[config.mk]
export PLATFORM = sky130hd
export DESIGN_NAME = cpu_ctrl_unit_v2
export DESIGN_NICKNAME = d
export VERILOG_FILES = /design/src/rtl/pkg_cpu_typedefs.sv /design/src/rtl/cpu_ctrl_unit_v2_alu_decoder.sv /design/src/rtl/cpu_ctrl_unit_v2.sv
export SDC_FILE = /design/constraint.sdc
export NUM_CORES = 1
export LEC_CHECK = 0
export ABC_AREA = 0
export CORE_AREA = 2 2 39 41
export DETAILED_ROUTE_END_ITERATION = 8
export DIE_AREA = 0 0 41 43
export PLACE_DENSITY_LB_ADDON = 0.08
export SLEW_MARGIN = 25
export SYNTH_ARGS = -nofsm -noshare
export SYNTH_HDL_FRONTEND = slang
export SYNTH_SLANG_ARGS = --single-unit
[constraint.sdc]
create_clock -name vclk -period 2.15
set_input_delay 0.43 -clock vclk [all_inputs]
set_output_delay 0.43 -clock vclk [all_outputs]
set_load 0.02 [all_outputs]
[src/rtl/pkg_cpu_typedefs.sv]
// rtl/pkg_cpu_typedefs.sv - shared types for the RV32I decode-stage control unit
//
// Purpose : opcode enum, ALU operation enum, internal main-decoder alu_op
//           codes and the packed control words passed between the main
//           decoder, the ALU decoder and the output stage.
// Ports   : none (package).

package pkg_cpu_typedefs;

    // Major opcodes (instruction bits [6:0]) recognised by the main decoder.
    typedef enum logic [6:0] {
        OPC_LOAD   = 7'b0000011,
        OPC_AUI_PC = 7'b0010111,
        OPC_LUI    = 7'b0110111,
        OPC_JALR   = 7'b1100111,
        OPC_S_TYPE = 7'b0100011,
        OPC_R_TYPE = 7'b0110011,
        OPC_I_TYPE = 7'b0010011,
        OPC_J_TYPE = 7'b1101111,
        OPC_B_TYPE = 7'b1100011
    } cpu_opcode_t;

    // ALU operation select seen by the execute stage.
    typedef enum logic [3:0] {
        ALU_ADD  = 4'b0000,
        ALU_SUB  = 4'b0001,
        ALU_AND  = 4'b0010,
        ALU_OR   = 4'b0011,
        ALU_XOR  = 4'b0100,
        ALU_SLL  = 4'b0101,
        ALU_SRL  = 4'b0110,
        ALU_SRA  = 4'b0111,
        ALU_SLT  = 4'b1000,
        ALU_SLTU = 4'b1001
    } cpu_alu_op_t;

    // Coarse ALU class produced by the main decoder; 11 is unused and
    // treated as ADD by the ALU decoder.
    localparam logic [1:0] ALUOP_ADD   = 2'b00;
    localparam logic [1:0] ALUOP_SUB   = 2'b01;
    localparam logic [1:0] ALUOP_FUNCT = 2'b10;

    // Operand / immediate / writeback select encodings.
    localparam logic [1:0] A_SRC_RS1  = 2'b00;
    localparam logic [1:0] A_SRC_ZERO = 2'b10;
    localparam logic [1:0] A_SRC_PC   = 2'b11;

    localparam logic [2:0] IMM_I = 3'b000;
    localparam logic [2:0] IMM_S = 3'b001;
    localparam logic [2:0] IMM_B = 3'b010;
    localparam logic [2:0] IMM_J = 3'b011;
    localparam logic [2:0] IMM_U = 3'b100;

    localparam logic [1:0] RES_ALU = 2'b00;
    localparam logic [1:0] RES_MEM = 2'b01;
    localparam logic [1:0] RES_PC4 = 2'b10;

    // Main-decoder output, before ALU decode.
    typedef struct packed {
        logic       jmp;
        logic       bra;
        logic [1:0] alu_a_src;
        logic       alu_b_src;
        logic       mem_wr_en;
        logic       regfl_wr_en;
        logic [2:0] imd_src;
        logic [1:0] alu_op;
        logic [1:0] result_src;
    } main_ctrl_t;

    // Complete control word as driven to the ID/EX register.
    typedef struct packed {
        logic        jmp;
        logic        bra;
        logic [1:0]  alu_a_src;
        logic        alu_b_src;
        logic        mem_wr_en;
        logic        regfl_wr_en;
        logic [2:0]  imd_src;
        cpu_alu_op_t alu_op_sel;
        logic [1:0]  result_src;
    } ctrl_word_t;

    // Builds a main-decoder word from its fields; keeps the opcode table
    // in the top readable as one row per instruction class.
    function automatic main_ctrl_t mk_main(
        input logic       jmp,
        input logic       bra,
        input logic [1:0] a_src,
        input logic       b_src,
        input logic       mem_wr,
        input logic       reg_wr,
        input logic [2:0] imd,
        input logic [1:0] alu_op,
        input logic [1:0] res
    );
        main_ctrl_t w;
        w.jmp         = jmp;
        w.bra         = bra;
        w.alu_a_src   = a_src;
        w.alu_b_src   = b_src;
        w.mem_wr_en   = mem_wr;
        w.regfl_wr_en = reg_wr;
        w.imd_src     = imd;
        w.alu_op      = alu_op;
        w.result_src  = res;
        return w;
    endfunction

endpackage

[src/rtl/cpu_ctrl_unit_v2_alu_decoder.sv]
// rtl/cpu_ctrl_unit_v2_alu_decoder.sv - ALU operation decoder for the control unit
//
// Purpose : maps the main decoder's coarse alu_op plus funct3/funct7[5]
//           and opcode bit 5 onto the execute-stage ALU operation.
// Ports   : alu_op     [1:0] in  - coarse class: 00 ADD, 01 SUB, 10 by funct3, 11 ADD
//           funct3     [2:0] in  - instruction bits [14:12]
//           funct7           in  - instruction bit 30
//           opc_b5           in  - opcode bit 5 (1 = register-register form)
//           alu_op_sel [3:0] out - ALU operation, cpu_alu_op_t encoding

module cpu_alu_decoder
    import pkg_cpu_typedefs::*;
(
    input  logic [1:0]  alu_op,
    input  logic [2:0]  funct3,
    input  logic        funct7,
    input  logic        opc_b5,
    output cpu_alu_op_t alu_op_sel
);

    always_comb begin
        alu_op_sel = ALU_ADD;
        case (alu_op)
            ALUOP_ADD: alu_op_sel = ALU_ADD;
            ALUOP_SUB: alu_op_sel = ALU_SUB;
            ALUOP_FUNCT: begin
                case (funct3)
                    // Bit 30 only means SUB for the register form; ADDI
                    // carries immediate bits there.
                    3'b000:  alu_op_sel = (opc_b5 && funct7) ? ALU_SUB : ALU_ADD;
                    3'b001:  alu_op_sel = ALU_SLL;
                    3'b010:  alu_op_sel = ALU_SLT;
                    3'b011:  alu_op_sel = ALU_SLTU;
                    3'b100:  alu_op_sel = ALU_XOR;
                    // SRAI/SRA share bit 30 as the arithmetic flag.
                    3'b101:  alu_op_sel = funct7 ? ALU_SRA : ALU_SRL;
                    3'b110:  alu_op_sel = ALU_OR;
                    default: alu_op_sel = ALU_AND;
                endcase
            end
            default: alu_op_sel = ALU_ADD;
        endcase
    end

endmodule

[src/rtl/cpu_ctrl_unit_v2.sv]
// rtl/cpu_ctrl_unit_v2.sv - RV32I decode-stage main decoder and control word
//
// Purpose : decodes opcode/funct3/funct7[5] into the datapath control word.
//           Build option CPU_CTRLU_OUT_REG_EN registers the full word on clk
//           (sync active-high rst loads a NOP); otherwise the word is
//           combinational and clk/rst are unused.
// Ports   : clk, rst            in  - clock / synchronous active-high reset
//           opc          [6:0]  in  - instruction bits [6:0]
//           funct3       [2:0]  in  - instruction bits [14:12]
//           funct7              in  - instruction bit 30
//           jmp, bra            out - jump / conditional branch
//           alu_a_src    [1:0]  out - 00 rs1, 10 zero, 11 PC
//           alu_b_src           out - 0 rs2, 1 immediate
//           mem_wr_en           out - data memory write
//           regfl_wr_en         out - register file write
//           imd_src      [2:0]  out - 000 I, 001 S, 010 B, 011 J, 100 U
//           alu_op_sel   [3:0]  out - ALU operation
//           result_src   [1:0]  out - 00 ALU, 01 memory, 10 PC+4

module cpu_ctrl_unit_v2
    import pkg_cpu_typedefs::*;
(
    input  logic        clk,
    input  logic        rst,
    input  cpu_opcode_t opc,
    input  logic [2:0]  funct3,
    input  logic        funct7,
    output logic        jmp,
    output logic        bra,
    output logic [1:0]  alu_a_src,
    output logic        alu_b_src,
    output logic        mem_wr_en,
    output logic        regfl_wr_en,
    output logic [2:0]  imd_src,
    output logic [3:0]  alu_op_sel,
    output logic [1:0]  result_src
);

    main_ctrl_t  main_ctrl;
    cpu_alu_op_t alu_sel;
    ctrl_word_t  word_d;
    ctrl_word_t  word_o;

    // Main decoder: one row per opcode class. Unknown opcodes fall back to
    // an all-zero word, which is a NOP (no writes, ALU=ADD).
    always_comb begin
        main_ctrl = '0;
        case (opc)
            //                           jmp   bra   a_src       b_src mw    rw    imd    alu_op       result
            OPC_LOAD:   main_ctrl = mk_main(1'b0, 1'b0, A_SRC_RS1,  1'b1, 1'b0, 1'b1, IMM_I, ALUOP_ADD,   RES_MEM);
            OPC_AUI_PC: main_ctrl = mk_main(1'b0, 1'b0, A_SRC_PC,   1'b1, 1'b0, 1'b1, IMM_U, ALUOP_ADD,   RES_ALU);
            OPC_LUI:    main_ctrl = mk_main(1'b0, 1'b0, A_SRC_ZERO, 1'b1, 1'b0, 1'b1, IMM_U, ALUOP_ADD,   RES_ALU);
            OPC_JALR:   main_ctrl = mk_main(1'b1, 1'b0, A_SRC_RS1,  1'b1, 1'b0, 1'b1, IMM_I, ALUOP_ADD,   RES_PC4);
            OPC_S_TYPE: main_ctrl = mk_main(1'b0, 1'b0, A_SRC_RS1,  1'b1, 1'b1, 1'b0, IMM_S, ALUOP_ADD,   RES_ALU);
            OPC_R_TYPE: main_ctrl = mk_main(1'b0, 1'b0, A_SRC_RS1,  1'b0, 1'b0, 1'b1, IMM_I, ALUOP_FUNCT, RES_ALU);
            OPC_I_TYPE: main_ctrl = mk_main(1'b0, 1'b0, A_SRC_RS1,  1'b1, 1'b0, 1'b1, IMM_I, ALUOP_FUNCT, RES_ALU);
            OPC_J_TYPE: main_ctrl = mk_main(1'b1, 1'b0, A_SRC_PC,   1'b1, 1'b0, 1'b1, IMM_J, ALUOP_ADD,   RES_PC4);
            OPC_B_TYPE: main_ctrl = mk_main(1'b0, 1'b1, A_SRC_RS1,  1'b0, 1'b0, 1'b0, IMM_B, ALUOP_SUB,   RES_ALU);
            default:    main_ctrl = '0;
        endcase
    end

    cpu_alu_decoder u_alu_dec (
        .alu_op     (main_ctrl.alu_op),
        .funct3     (funct3),
        .funct7     (funct7),
        .opc_b5     (opc[5]),
        .alu_op_sel (alu_sel)
    );

    always_comb begin
        word_d             = '0;
        word_d.jmp         = main_ctrl.jmp;
        word_d.bra         = main_ctrl.bra;
        word_d.alu_a_src   = main_ctrl.alu_a_src;
        word_d.alu_b_src   = main_ctrl.alu_b_src;
        word_d.mem_wr_en   = main_ctrl.mem_wr_en;
        word_d.regfl_wr_en = main_ctrl.regfl_wr_en;
        word_d.imd_src     = main_ctrl.imd_src;
        word_d.alu_op_sel  = alu_sel;
        word_d.result_src  = main_ctrl.result_src;
    end

`ifdef CPU_CTRLU_OUT_REG_EN
    ctrl_word_t word_q;

    // Reset wins over the incoming decode, so an in-flight word is dropped.
    always_ff @(posedge clk) begin
        if (rst) begin
            word_q <= '0;
        end else begin
            word_q <= word_d;
        end
    end

    assign word_o = word_q;
`else
    logic unused_clk_rst;

    assign unused_clk_rst = clk ^ rst;
    assign word_o         = word_d;
`endif

    assign jmp         = word_o.jmp;
    assign bra         = word_o.bra;
    assign alu_a_src   = word_o.alu_a_src;
    assign alu_b_src   = word_o.alu_b_src;
    assign mem_wr_en   = word_o.mem_wr_en;
    assign regfl_wr_en = word_o.regfl_wr_en;
    assign imd_src     = word_o.imd_src;
    assign alu_op_sel  = word_o.alu_op_sel;
    assign result_src  = word_o.result_src;

endmodule

# Yosys cells after proc, flatten, opt, wreduce, memory -nomap -nowiden
# Index checks and enable logic that the tools add are counted.
dict set report totals {
  ff_bits 0
  in_bits 13
  out_inout_bits 16
  elab_cells 24
}
dict set report op_classes {
  eq_ne 17
  muxes 5
  n_reduce_logical 2
}
# operator n
set ops {}
lappend ops {{$pmux 14 s9} 1}
lappend ops {{$pmux 4 s7} 1}
lappend ops {{$eq 7x6->1 const B} 3}
lappend ops {{$eq 7x7->1 const B} 3}
lappend ops {{$eq 7x5->1 const B} 2}
lappend ops {{$eq 3x3->1 const B} 3}
lappend ops {{$pmux 4 s2} 1}
lappend ops {{$eq 7x2->1 const B} 1}
lappend ops {{$eq 3x2->1 const B} 2}
lappend ops {{$eq 3x1->1 const B} 1}
lappend ops {{$logic_not 3->1} 1}
lappend ops {{$eq 2x1->1 const B} 1}
lappend ops {{$eq 2x2->1 const B} 1}
lappend ops {{$mux 1} 2}
lappend ops {{$logic_and 1x1->1} 1}

# Depth between registers and ports, before layout
dict set report logic_depth {
  ltp_word 4
  ltp_mapped 7
  depth_no_buf 6
}

# By module
# A second synthesis with hierarchy kept.
dict set report hier_totals {
  cells_unflattened 56
  hier_area_um2 374.1
}
# mod n_inst cells_per_inst area_each_um2 seq_area_each_um2
set modules_own_cells {}
lappend modules_own_cells {cpu_ctrl_unit_v2 1 40 239.0 0.0}
lappend modules_own_cells {cpu_alu_decoder 1 16 135.1 0.0}

# Least setup slack after synthesis
# OpenSTA, ideal clock, no wires.
dict set report synth_timing {
  path_type {in2out}
  startpoint {input port opc[4]}
  endpoint {output port alu_op_sel[0]}
  arrival_ns 2.357
  required_ns 1.720
  path_slack_ns -0.637
  stages 7
  path_buffers 1
  cell_sequence {buf_6 and3b_2 nand3_2 nor3_1 ha_1 a31oi_1 a311oi_1}
}
dict set report synth_between {
  elab_chain_len 4
  word_cells_on_any_way 13
  cone_classes {eq/ne: 11; mux: 2}
}
# item line
set synth_lines {}
lappend synth_lines {{start: declaration} cpu_ctrl_unit_v2.sv:25} ;# input cpu_opcode_t opc,
lappend synth_lines {{$eq 7x7->1, or another cell as far along} cpu_ctrl_unit_v2.sv:48} ;# case (opc)
lappend synth_lines {{$pmux 14 s9 *} cpu_ctrl_unit_v2.sv:48}
lappend synth_lines {{$eq 2x2->1 or $eq 2x1->1 (tied branches)} cpu_ctrl_unit_v2_alu_decoder.sv:23} ;# case (alu_op)
lappend synth_lines {{$pmux 4 s2 *} cpu_ctrl_unit_v2_alu_decoder.sv:23}
lappend synth_lines {{end: declaration} cpu_ctrl_unit_v2.sv:35} ;# output logic [3:0] alu_op_sel,
# Every way passes the cells marked *; elsewhere a longest branch is shown, timed or not.

# Worst setup path after layout
dict set report layout_timing {
  startpoint {input port opc[1]}
  endpoint {output port alu_op_sel[3]}
}
# Same word-level chain as after synthesis.

==> out/results.ini <==
[floorplanning]
die_x_um=41
row_count=14
dieArea_sq_um=1763
ios=29
die_y_um=43
start_util_pct=22.69
core-area_sq_um=1384

[finish]
nClkBuffers=0
fin_nets=116
final_cell_mix=buf_4 (22), nor2_1 (9), nand2_1 (6), dlygate4sd2_1 (6), buf_6 (6)
n_antenna_cell=0
final_common_cell=buf_4
nFillCells=139
syn2layout_area_growth_pct=163.7
design.seq.count=0
final_cells=115
regArea_sq_um=0
drive_above_1_share_pct=53.54

[timing]
finalCriticalPeriod_ns=2.358
layout_setup_ws_ns=-0.2085
tightest_slew_ns=0.2282
whs_ns=1.272
finalCritPeriodShare_pct=109.7
final-hold-violation-count=0
setup_violations=4
grt_setup_unrepaired=yes
slew_headroom_pct=84.67
slew_viol_final=0
maxClockFrequency_mhz=424.0

[critical_path]
path_class=primary input to primary output
startpoint_type=primary input
cp.required_ns=1.72
cp_max_fo=3
crit_path_cell_trace=dlygate4sd2_1 > buf_6 > nand3_4 > or3_4 > ha_4 > nand2b_4 > nor3b_4 > buf_6
worst_setup_path_end_kind=primary output
worst_path_most_repeated_cell=buf_6
arrival_ns=1.93
crit_path_top_delay_cell=or3_4
critPathBufInv=3
max_stage_delay_ns=0.34
crit_family=simple AND/OR/NAND/NOR gates

[pwr]
ir_drop_v=0.00005433
power.total_mw=0.09633
power-per-cell-area_nw_per_um2=116.3
p_leak_nw=0.3753

[grt]
first_global_vias=500
grt_pass1_wl_um=1904
track_usage_pct=14.60
grt_overflow=0
antenna_found_initial=0
grt_max_degree=10

[logic_synthesis]
syn-instance-count=53
yosys-top-cells-area=nor2_1 (11%), nand3b_1 (9.6%), ha_1 (8.0%)
syn_avg_cell_area_sq_um=5.925
synth_cell_types=26
syn-num-nets=68
synth-seq-area-share_pct=0
yosysTopAreaCell=nor2_1
synth.top_cell.area_share_pct=10.76
netlist_area_sq_um=314.1
yosysWarnings=0

[placed_design]
place_hpwl_um=972.6
placedCellCount=112
gp_congestion=0.8158
port_buffers=27
dp_slack_ns=-1.036

[drt]
postRouteAntennaNets=0
drt_iter0_drc=1
vias=542
wire_per_inst_um=10.64
wirelength_um=1224
drt-vias-per-instance=4.713
first_pass_iters=3
drc=0

[job]
maxCapViolCount=0

[outcome]
status=finished, violations left
violations=setup timing

[worst_hold_path]
hp-class=primary input to primary output

==> layout make-up <==
class                           count  area [sq um]  area share (%)
Inverter                            2         7.507          0.9063
Multi-Input combinational cell     47         384.1           46.37
Tap cell                           16         20.02           2.417
Timing Repair Buffer               50         416.7           50.30
==> through the flow <==
step | setup TNS [ns] | area [sq um] | util [%]
after floorplan | -0.6956 | 401.6 | -
after global placement | -9.553 | 812.0 | 58.68
after detailed placement | -9.696 | 812.0 | 58.68
after CTS | -1.045 | 819.5 | 59.22
after global routing | -1.038 | 828.3 | 59.86
final | -0.7635 | 828.3 | 59.86
==> power by group <==
| group | leakage (nW) | switching, mW | internal (mW) |
|---|---|---|---|
| clock | 0 | 0 | 0 |
| combinational | 0.375 | 0.0452 | 0.0512 |
| sequential | 0 | 0 | 0 |
| total | 0.375 | 0.0452 | 0.0512 |
==> worst paths after layout <==
path               start  slack, ns  cells past startpoint       endpoint
setup / recovery  opc[1]      -0.21                      8  alu_op_sel[3]
hold / removal    opc[5]       1.27                      4  result_src[0]
==> cells in the mapped netlist, types with 2 or more instances <==
cell type,instances
nand3b_1,4
a21oi_1,4
nor3_1,3
nand2_1,6
nor3b_1,2
ha_1,2
clkbuf_1,2
nand3_1,2
nand2b_1,2
nor2_1,9
inv_1,2
==> metal layers <==
layer / wire length (um) / vias to the layer above / global-route usage (%)
li1: - / 283 / -
met1: 495 / 244 / 19.37
met2: 670 / 15 / 26.25
met3: 58 / 0 / 0.5236
met4: 0 / 0 / 0
met5: 0 / - / 0
==> cells by family (layout without fill, tap and decap cells) <==
family	count (synthesis)	after routing	synth area share (%)
AO/OA/AOI/OAI	10	10	19.92
XOR/XNOR	1	1	2.789
adder cells (fa/ha/maj)	2	2	7.967
buffers and inverters	6	52	10.76
AND/OR/NAND/NOR	34	34	58.57
==> repair_timing <==
item                                    in CTS  in global routing
endpoints found under the setup margin      16                 13
pin swaps                                    8                  9
buffers inserted                             2                  2
hold buffers                                 0                  0
endpoints found under the hold margin        0                  0
gates resized for setup                     72                  8
Note: power is estimated with default switching activity, not from simulation.
